<file path="src/rtl/clock_cfg_pkg.sv">
// Shared types for the clock configuration sequencer: FSM states, the packed
// clock-routing configuration word and its reset value.
package clock_cfg_pkg;

    localparam int CNT_W = 8;

    typedef enum logic [1:0] {
        IDLE     = 2'd0,
        HOLD_BYP = 2'd1,
        HOLD_DIV = 2'd2,
        HOLD_SW  = 2'd3
    } seq_state_t;

    typedef struct packed {
        logic       src;
        logic [2:0] sel;
        logic [2:0] sel2;
        logic [7:0] auxdiv;
        logic [7:0] primdiv;
    } clk_cfg_t;

    localparam clk_cfg_t CFG_RESET = '{
        src:     1'b1,
        sel:     3'd0,
        sel2:    3'd0,
        auxdiv:  8'd0,
        primdiv: 8'd0
    };

    function automatic logic dividers_differ(input clk_cfg_t a, input clk_cfg_t b);
        return (a.sel != b.sel) || (a.sel2 != b.sel2) ||
               (a.auxdiv != b.auxdiv) || (a.primdiv != b.primdiv);
    endfunction

    // Takes the dividers from nxt while keeping the source currently in use.
    function automatic clk_cfg_t with_dividers(input clk_cfg_t cur, input clk_cfg_t nxt);
        clk_cfg_t r;
        r     = nxt;
        r.src = cur.src;
        return r;
    endfunction

endpackage

</file>
<file path="src/rtl/settle_timer.sv">
// Loadable down-counter shared by every hold state of the sequencer; zero
// marks the end of a settle interval.
module settle_timer
    import clock_cfg_pkg::*;
(
    input  logic             clk,
    input  logic             resetb,
    input  logic             load,
    input  logic [CNT_W-1:0] load_val,
    input  logic             dec,
    output logic             zero
);

    logic [CNT_W-1:0] count_d;
    logic [CNT_W-1:0] count_q;

    // Decrement saturates so a stray dec at zero can never wrap to 255.
    always_comb begin
        count_d = count_q;
        if (load) begin
            count_d = load_val;
        end else if (dec && (count_q != '0)) begin
            count_d = count_q - 1'b1;
        end
    end

    always_ff @(posedge clk) begin
        if (!resetb) begin
            count_q <= '0;
        end else begin
            count_q <= count_d;
        end
    end

    assign zero = (count_q == '0);

endmodule

</file>
<file path="src/rtl/clock_config_sequencer.sv">
// Glitch-safe clock-routing update: park on ext_clk, change dividers, restore source.
// Optional macro DLL_LOCK_CHECK_EN adds dll_lock / lock_err source-restore gating.
module clock_config_sequencer
    import clock_cfg_pkg::*;
#(
    parameter int SETTLE = 16
) (
    input  logic       ext_clk,
    input  logic       resetb,
    input  logic       req_valid,
    output logic       req_ready,
    input  logic       cfg_ext_clk_sel,
    input  logic [2:0] cfg_sel,
    input  logic [2:0] cfg_sel2,
    input  logic [7:0] cfg_auxdiv,
    input  logic [7:0] cfg_primdiv,
`ifdef DLL_LOCK_CHECK_EN
    input  logic       dll_lock,
    output logic       lock_err,
`endif
    output logic       ext_clk_sel,
    output logic [2:0] sel,
    output logic [2:0] sel2,
    output logic [7:0] auxdiv,
    output logic [7:0] primdiv,
    output logic       done,
    output logic       busy
);

    localparam logic [CNT_W-1:0] RELOAD = CNT_W'(SETTLE - 1);

    seq_state_t state_d, state_q;
    clk_cfg_t   cfg_in;
    clk_cfg_t   shadow_d, shadow_q;
    clk_cfg_t   out_d, out_q;
    logic       done_d, done_q;
    logic       tmr_load, tmr_dec, tmr_zero;
`ifdef DLL_LOCK_CHECK_EN
    logic       lock_err_d, lock_err_q;
`endif

    assign cfg_in = '{
        src:     cfg_ext_clk_sel,
        sel:     cfg_sel,
        sel2:    cfg_sel2,
        auxdiv:  cfg_auxdiv,
        primdiv: cfg_primdiv
    };

    settle_timer u_settle_timer (
        .clk      (ext_clk),
        .resetb   (resetb),
        .load     (tmr_load),
        .load_val (RELOAD),
        .dec      (tmr_dec),
        .zero     (tmr_zero)
    );

    always_comb begin
        state_d  = state_q;
        shadow_d = shadow_q;
        out_d    = out_q;
        done_d   = 1'b0;
        tmr_load = 1'b0;
        tmr_dec  = 1'b0;
`ifdef DLL_LOCK_CHECK_EN
        lock_err_d = lock_err_q;
`endif
        unique case (state_q)
            IDLE: begin
                if (req_valid) begin
                    shadow_d = cfg_in;
                    tmr_load = 1'b1;
`ifdef DLL_LOCK_CHECK_EN
                    lock_err_d = 1'b0;
`endif
                    // Divider changes need the bypass detour; a pure source switch does not.
                    if (dividers_differ(cfg_in, out_q)) begin
                        out_d.src = 1'b1;
                        state_d   = HOLD_BYP;
                    end else begin
                        out_d.src = cfg_in.src;
                        state_d   = HOLD_SW;
                    end
                end
            end
            HOLD_BYP: begin
                if (tmr_zero) begin
                    out_d    = with_dividers(out_q, shadow_q);
                    tmr_load = 1'b1;
                    state_d  = HOLD_DIV;
                end else begin
                    tmr_dec = 1'b1;
                end
            end
            HOLD_DIV: begin
                if (tmr_zero) begin
`ifdef DLL_LOCK_CHECK_EN
                    // An unlocked DLL is never selected; stay parked and flag it.
                    if (!shadow_q.src && !dll_lock) begin
                        out_d.src  = 1'b1;
                        lock_err_d = 1'b1;
                    end else begin
                        out_d.src = shadow_q.src;
                    end
`else
                    out_d.src = shadow_q.src;
`endif
                    tmr_load = 1'b1;
                    state_d  = HOLD_SW;
                end else begin
                    tmr_dec = 1'b1;
                end
            end
            HOLD_SW: begin
                if (tmr_zero) begin
                    done_d  = 1'b1;
                    state_d = IDLE;
                end else begin
                    tmr_dec = 1'b1;
                end
            end
            default: begin
                state_d = IDLE;
            end
        endcase
    end

    always_ff @(posedge ext_clk) begin
        if (!resetb) begin
            state_q  <= IDLE;
            shadow_q <= CFG_RESET;
            out_q    <= CFG_RESET;
            done_q   <= 1'b0;
        end else begin
            state_q  <= state_d;
            shadow_q <= shadow_d;
            out_q    <= out_d;
            done_q   <= done_d;
        end
    end

`ifdef DLL_LOCK_CHECK_EN
    always_ff @(posedge ext_clk) begin
        if (!resetb) begin
            lock_err_q <= 1'b0;
        end else begin
            lock_err_q <= lock_err_d;
        end
    end

    assign lock_err = lock_err_q;
`endif

    assign ext_clk_sel = out_q.src;
    assign sel         = out_q.sel;
    assign sel2        = out_q.sel2;
    assign auxdiv      = out_q.auxdiv;
    assign primdiv     = out_q.primdiv;
    assign done        = done_q;
    assign req_ready   = (state_q == IDLE);
    assign busy        = ~req_ready;

endmodule

</file>
<file path="config.mk">
export PLATFORM = sky130hd
export DESIGN_NAME = clock_config_sequencer
export DESIGN_NICKNAME = d
export VERILOG_FILES = /design/src/rtl/clock_cfg_pkg.sv /design/src/rtl/settle_timer.sv /design/src/rtl/clock_config_sequencer.sv
export SDC_FILE = /design/constraint.sdc
export NUM_CORES = 1
export LEC_CHECK = 0
export ABC_CLOCK_PERIOD_IN_PS = 3200
export CELL_PAD_IN_SITES_DETAIL_PLACEMENT = 0
export CELL_PAD_IN_SITES_GLOBAL_PLACEMENT = 2
export CORE_MARGIN = 5
export CORE_UTILIZATION = 29
export DETAILED_ROUTE_END_ITERATION = 12
export GPL_ROUTABILITY_DRIVEN = 0
export PLACE_DENSITY = 0.82
export SLEW_MARGIN = 10
export SYNTH_ARGS = -nofsm -noshare
export SYNTH_HDL_FRONTEND = slang
export SYNTH_HIERARCHICAL = 1
export SYNTH_SLANG_ARGS = --single-unit
</file>
<file path="constraint.sdc">
create_clock -name ext_clk -period 3.2 [get_ports ext_clk]
set_clock_uncertainty 0.15 [all_clocks]
set_input_delay 0.32 -clock ext_clk [delete_from_list [all_inputs] [get_ports ext_clk]]
set_output_delay 0.32 -clock ext_clk [all_outputs]
set_load 0.02 [all_outputs]
</file>
==> results of run 1 <==
==> critical path, stage by stage (launching register included) <==
cell and delay (ps):
dfxtp_1 360, or4_4 590, nor4_1 330, buf_4 220, nand2_1 50, a21oi_1 140, buf_4 180, nor3b_1 60
a21oi_1 130, o31ai_1 80, and2_1 170
==> cell type report <==
cell class	count	area [µm²]
Multi-Input combinational cell	247	1380
Inverter	10	37.5
Clock inverter	3	40.0
Fill cell	894	5270
Timing Repair Buffer	58	563
Tap cell	108	135
Sequential cell	57	1140
Clock buffer	12	155
==> stage by stage <==
stage / power, W / utilization (%) / area, µm² / setup WS, ps
floorplan: 0.00152 / - / 2620 / 538
global placement: 0.00179 / 37.4 / 3260 / 718
detailed placement: 0.00180 / 37.4 / 3260 / 674
CTS: 0.00249 / 39.6 / 3460 / 656
global route: 0.00264 / 39.6 / 3460 / 395
finish: 0.00245 / 39.6 / 3460 / 639
==> state kept, by name (all words and copies together), names as in the netlist <==
signal                  count
shadow_q                   23
u_settle_timer/count_q      8
done                        1
sel2                        3
primdiv                     8
state_q                     2
ext_clk_sel                 1
auxdiv                      8
sel                         3
==> power by group <==
group | total (W) | internal, W | switching [W]
Sequential | 0.000908 | 0.000821 | 0.0000877
Clock | 0.000676 | 0.000396 | 0.000280
Combinational | 0.000868 | 0.000366 | 0.000502
Total | 0.00245 | 0.00158 | 0.000870
==> path summary, 6_finish.rpt <==
kind	slack, ps	end	cells past startpoint	startpoint
hold reg to reg	300	primdiv[1]$_SDFFE_PN0P_	2	shadow_q[1]$_SDFFE_PN0P_
setup / recovery	640	u_settle_timer/count_q[2]$_SDFFE_PN0P_	10	u_settle_timer/count_q[2]$_SDFFE_PN0P_
setup reg to reg	640	u_settle_timer/count_q[2]$_SDFFE_PN0P_	10	u_settle_timer/count_q[2]$_SDFFE_PN0P_
hold / removal	300	primdiv[1]$_SDFFE_PN0P_	2	shadow_q[1]$_SDFFE_PN0P_
==> cell families after synthesis <==
kind of cell	Yosys count	synth area share [%]
other	2	0.289
adders and majority gates	8	3.85
and+or+nand+nor	134	23.0
buffers and inverters	25	3.80
AOI/OAI and AO/OA	69	15.6
DFF	57	43.9
xor gates and xnor gates	25	8.42
muxes	3	1.15
==> routing by layer <==
layer | GRT usage, % | up-vias | share of wire [%]
met5 | 0 | - | 0
met1 | 16.8 | 1068 | 50
met4 | 4.75 | 0 | 1.3
li1 | - | 1188 | -
met3 | 4.32 | 8 | 4.3
met2 | 19.7 | 43 | 45
==> Yosys cell counts (2+ instances only) <==
cell type / n
nand2_1: 96
dfxtp_1: 57
a21oi_1: 50
xnor2_1: 25
inv_1: 9
clkbuf_1: 8
ha_1: 8
nand4_1: 6
nor2_1: 6
o21ai_0: 6
buf_2: 4
nand3_1: 4
nor3_1: 4
and2_1: 3
buf_1: 3
mux2i_1: 3
nor3b_1: 3
o31ai_1: 3
a31oi_1: 2
conb_1: 2
nand2b_1: 2
or4_1: 2
==> impl_metrics.py, run 1 <==
metrics = {
    "outcome": {
        "run_status": "complete, no violations",
    },
    "placement": {
        "io_buffers": 51,
        "place_inst": 480,
        "hpwl_mm": 4.55,
    },
    "sta": {
        "hold_slack_ps": 301,
        "finalSetupViolCount": 0,
        "max_freq_mhz": 390,
        "tightest_slew_ps": 824,
        "rsz0062_at_grt": "no",
        "relSlewSlack_pct": 45.0,
        "fin_setup_tns_ps": 0,
        "final_hold_viol_count": 0,
        "post-route-period-util_pct": 80.0,
        "final_max_slew_viol_count": 0,
        "final.min_clock_period_ps": 2560,
    },
    "detailed_routing": {
        "wl_per_cell_um": 13.8,
        "drt_iter0_markers": 101,
        "wl_mm": 6.83,
        "first_pass_iters": 4,
        "drc": 0,
        "avgViaCountPerCell": 4.66,
        "vias": 2307,
        "ant_nets": 0,
    },
    "cts": {
        "clk_pin_slew_worst_paths_ps": 60,
        "hold_buffers": 0,
        "post_cts_buffers": 0,
        "root_buffer": "clkbuf_8",
        "cts_buffers": 9,
        "htreeDepth": 3,
        "cts.sinks": 57,
        "post_cts_resized": 0,
        "clock_path_buffers": 2,
        "clock_latency_ps": 330,
        "cts_tree": "yes",
    },
    "logic_synthesis": {
        "yosysSeqAreaShare_pct": 43.9,
        "ys_ff_latch": 57,
        "synth_top_cell_by_area": "dfxtp_1",
        "synth-main-ff-cell": "dfxtp_1",
        "netlist_instances": 323,
        "yosys.area.top_type_share_pct": 43.9,
        "async_flop_share_pct": 0,
        "synth.avg_cell_area_um2": 8.05,
        "yosysUniqueCellTypes": 39,
        "synth.area.top_cells": "dfxtp_1, nand2_1, a21oi_1, xnor2_1, ha_1",
        "yosys_warnings": 6,
        "syn_area_mm2": 0.00260,
        "synth_edf_count": 0,
    },
    "global_route": {
        "grt_first_pass_wirelength_mm": 11.3,
        "antenna_found_initial": 0,
        "grt.total_usage_pct": 12.8,
        "grt-ovfl-total": 0,
        "grt_start_max_net_pins": 47,
        "grt_pass1_vias": 2329,
    },
    "run": {
        "cap_violations": 0,
    },
    "power_and_ir_drop": {
        "ir_drop_mv": 0.290,
        "leakagePower_nw": 1.22,
        "powerDensity_mw_per_mm2": 709,
    },
    "floorplanning": {
        "dieArea_mm2": 0.0110,
        "num_rows": 34,
        "coreArea_mm2": 0.00872,
        "die_h_um": 105,
        "start_util_pct": 29.8,
        "ios": 52,
        "dieWidth_um": 105,
    },
    "setup_path": {
        "cp_max_fo": 11,
        "start_kind": "flip-flop",
        "crit_required_ps": 3270,
        "cp_data_arrival_time_ps": 2630,
        "end_kind": "flip-flop",
        "path_class": "reg -> reg",
    },
    "cells_and_area": {
        "final_cell_mix": "nand2_1, dfxtp_1, clkdlybuf4s50_1",
        "final_nets": 417,
        "final_common_cell": "nand2_1",
        "antenna_cells": 0,
        "syn2layout_area_growth_pct": 32.9,
        "drive_gt1_share_pct": 7.49,
        "fin_cells": 495,
    },
    "worst_hold_path": {
        "hold_class": "reg -> reg",
    },
}
(Power assumes the default switching activity.)
==> inputs of run 2 (changes only) <==
- ABC_CLOCK_PERIOD_IN_PS: 3200 -> 2300
- CORE_UTILIZATION: 29 -> 27
- PLACE_DENSITY: 0.82 -> 0.8
- clock period: 3.2 -> 2.3 ns (I/O delays scaled with it)
==> impl_metrics.py, run 2 (synthesis gave the netlist of run 1 again) <==
metrics = {
    "power_and_ir_drop": {
        "swShare_pct": 36.3,
        "p_seq_share_pct": 33.7,
        "power_frac_comb_pct": 41.3,
        "ir_drop_mv": 0.335,
        "p_clk_share_pct": 25.0,
        "netSwitchingPower_w": 0.00135,
        "p_int_w": 0.00236,
        "leakagePower_nw": 1.31,
        "powerDensity_mw_per_mm2": 1000,
    },
    "cells_and_area": {
        "regMostFlops": "shadow_q",
        "syn2layout_area_growth_pct": 42.3,
        "postLayoutCellArea_mm2": 0.00370,
        "final_cell_mix": "nand2_1, dfxtp_1, clkdlybuf4s50_1",
        "largest_reg_flops": 23,
        "final_common_cell": "nand2_1",
        "final_nets": 433,
        "drive_gt1_share_pct": 13.6,
        "antenna_cells": 0,
    },
    "setup_path": {
        "cp_data_arrival_time_ps": 2400,
        "crit_top_cell": "buf_6",
        "cpPeakStageDelay_ps": 560,
        "critPathSlowestCell": "or4_4",
        "cp_max_fo": 8,
        "crit_required_ps": 2410,
        "r2r-end": "u_settle_timer/count_q[5]$_SDFFE_PN0P_",
        "path_class": "reg -> reg",
        "start_kind": "flip-flop",
        "end_kind": "flip-flop",
        "rr_startpoint": "u_settle_timer/count_q[4]$_SDFFE_PN0P_",
        "path_cells": "or4_4 -> nor4_4 -> nand2_1 -> a21oi_2 -> buf_6 -> clkinvlp_4 -> buf_6 -> a31oi_2",
        "r2r_slack_ps": 10,
        "r2r_cells": 8,
    },
    "detailed_routing": {
        "wl_mm": 7.07,
        "avgViaCountPerCell": 4.49,
        "wl_per_cell_um": 13.3,
        "drc": 0,
        "ant_nets": 0,
        "drt_iter0_markers": 75,
        "vias": 2392,
        "first_pass_iters": 5,
    },
    "sta": {
        "final_max_slew_viol_count": 0,
        "layout_setup_ws_ps": 12.5,
        "final.min_clock_period_ps": 2290,
        "max_freq_mhz": 437,
        "tightest_slew_ps": 557,
        "final_hold_viol_count": 0,
        "relSlewSlack_pct": 62.8,
        "post-route-period-util_pct": 99.5,
        "rsz0062_at_grt": "yes",
        "fin_setup_tns_ps": 0,
        "finalSetupViolCount": 0,
    },
    "global_route": {
        "grt_start_max_net_pins": 27,
        "grt-ovfl-total": 0,
        "antenna_found_initial": 0,
        "grt_pass1_vias": 2350,
        "grt_first_pass_wirelength_mm": 11.9,
        "grt.total_usage_pct": 13.0,
    },
    "floorplanning": {
        "ios": 52,
        "num_rows": 35,
        "start_util_pct": 27.9,
        "dieArea_mm2": 0.0117,
        "coreArea_mm2": 0.00933,
        "dieWidth_um": 108,
        "die_h_um": 108,
    },
    "worst_hold_path": {
        "hold_path_end": "auxdiv[1]$_SDFFE_PN0P_",
        "hold_start": "shadow_q[9]$_SDFFE_PN0P_",
        "whs_path_depth": 2,
        "hold_class": "reg -> reg",
    },
    "placement": {
        "hpwl_mm": 4.85,
        "io_buffers": 51,
        "dpl-instance-area_mm2": 0.00341,
        "pre_cts_slack_ps": 74.2,
    },
    "run": {
        "cap_violations": 0,
    },
    "cts": {
        "cts_buffers": 9,
        "clock_latency_ps": 330,
        "root_buffer": "clkbuf_8",
        "clk_pin_slew_worst_paths_ps": 70,
        "cts_tree": "yes",
        "clock_path_buffers": 2,
        "cts.sinks": 57,
        "hold_buffers": 0,
        "htreeDepth": 3,
    },
    "outcome": {
        "run_status": "complete, no violations",
    },
}
run 2: cell count changes in the layout (fill, tap and decap cells not counted), moves of 3 or more:
cell        change
buf_4          +11
o21ai_0         -4
o21ai_1         +4
buf_12          +3
clkinvlp_4      +3
run 2: worst max-delay path, delay by kind of cell, from the launching register on:
| kind | cells | cell delay (ps) |
|---|---|---|
| AND/OR/NAND/NOR | 3 | 970 |
| buffers and inverters | 3 | 460 |
| flip-flops | 1 | 340 |
| AO/OA/AOI/OAI | 2 | 290 |
run 2: routing by layer:
layer,wire (µm),GRT usage (%),vias to the layer above
li1,-,-,1223
met1,3480,16.9,1105
met2,3220,20.7,59
met3,323,4.30,5
met4,48,3.25,0
met5,0,0,-
run 2: area by class of cell:
type | count | area, µm²
fill | 974 | 5630
tap | 129 | 161
inverter | 10 | 41.3
sequential | 57 | 1140
multi-input combinational | 247 | 1440
clock inverter | 6 | 67.6
clock buffer | 10 | 128
timing repair buffer | 74 | 727
run 2: worst max-delay path by stage:
stage | from | end | cells after the start
global placement | u_settle_timer/count_q[1]$_SDFFE_PN0P_ | u_settle_timer/count_q[7]$_SDFFE_PN0P_ | 9
floorplan | u_settle_timer/count_q[2]$_SDFFE_PN0P_ | u_settle_timer/count_q[2]$_SDFFE_PN0P_ | 9
global route | u_settle_timer/count_q[4]$_SDFFE_PN0P_ | u_settle_timer/count_q[4]$_SDFFE_PN0P_ | 9
CTS | u_settle_timer/count_q[1]$_SDFFE_PN0P_ | u_settle_timer/count_q[7]$_SDFFE_PN0P_ | 9
finish | u_settle_timer/count_q[4]$_SDFFE_PN0P_ | u_settle_timer/count_q[5]$_SDFFE_PN0P_ | 8
detailed placement | u_settle_timer/count_q[4]$_SDFFE_PN0P_ | ext_clk_sel$_SDFFE_PN1P_ | 7
run 2: power by group through the flow:
stage | Combinational, W | Clock [W] | Sequential, W
floorplan | 0.000867 | 0 | 0.00128
detailed placement | 0.00135 | 0 | 0.00127
global route | 0.00171 | 0.00101 | 0.00127
finish | 0.00153 | 0.000925 | 0.00125
global placement | 0.00135 | 0 | 0.00127
CTS | 0.00135 | 0.000965 | 0.00125
run 2: timing repair:
item,in CTS,in global routing
setup buffers,0,7
gates resized for setup,1,18
setup endpoints to repair,1,7
pin swaps,0,5
run 2: per-stage QoR:
| step | hold WS, ps | cells | utilization (%) | total power [W] |
|---|---|---|---|---|
| after floorplan | 152 | 329 | - | 0.00214 |
| after global placement | 286 | 510 | 36.6 | 0.00262 |
| after detailed placement | 295 | 510 | 36.6 | 0.00262 |
| after CTS | 301 | 526 | 38.6 | 0.00357 |
| after global routing | 320 | 533 | 39.7 | 0.00399 |
| final | 301 | 533 | 39.7 | 0.00371 |
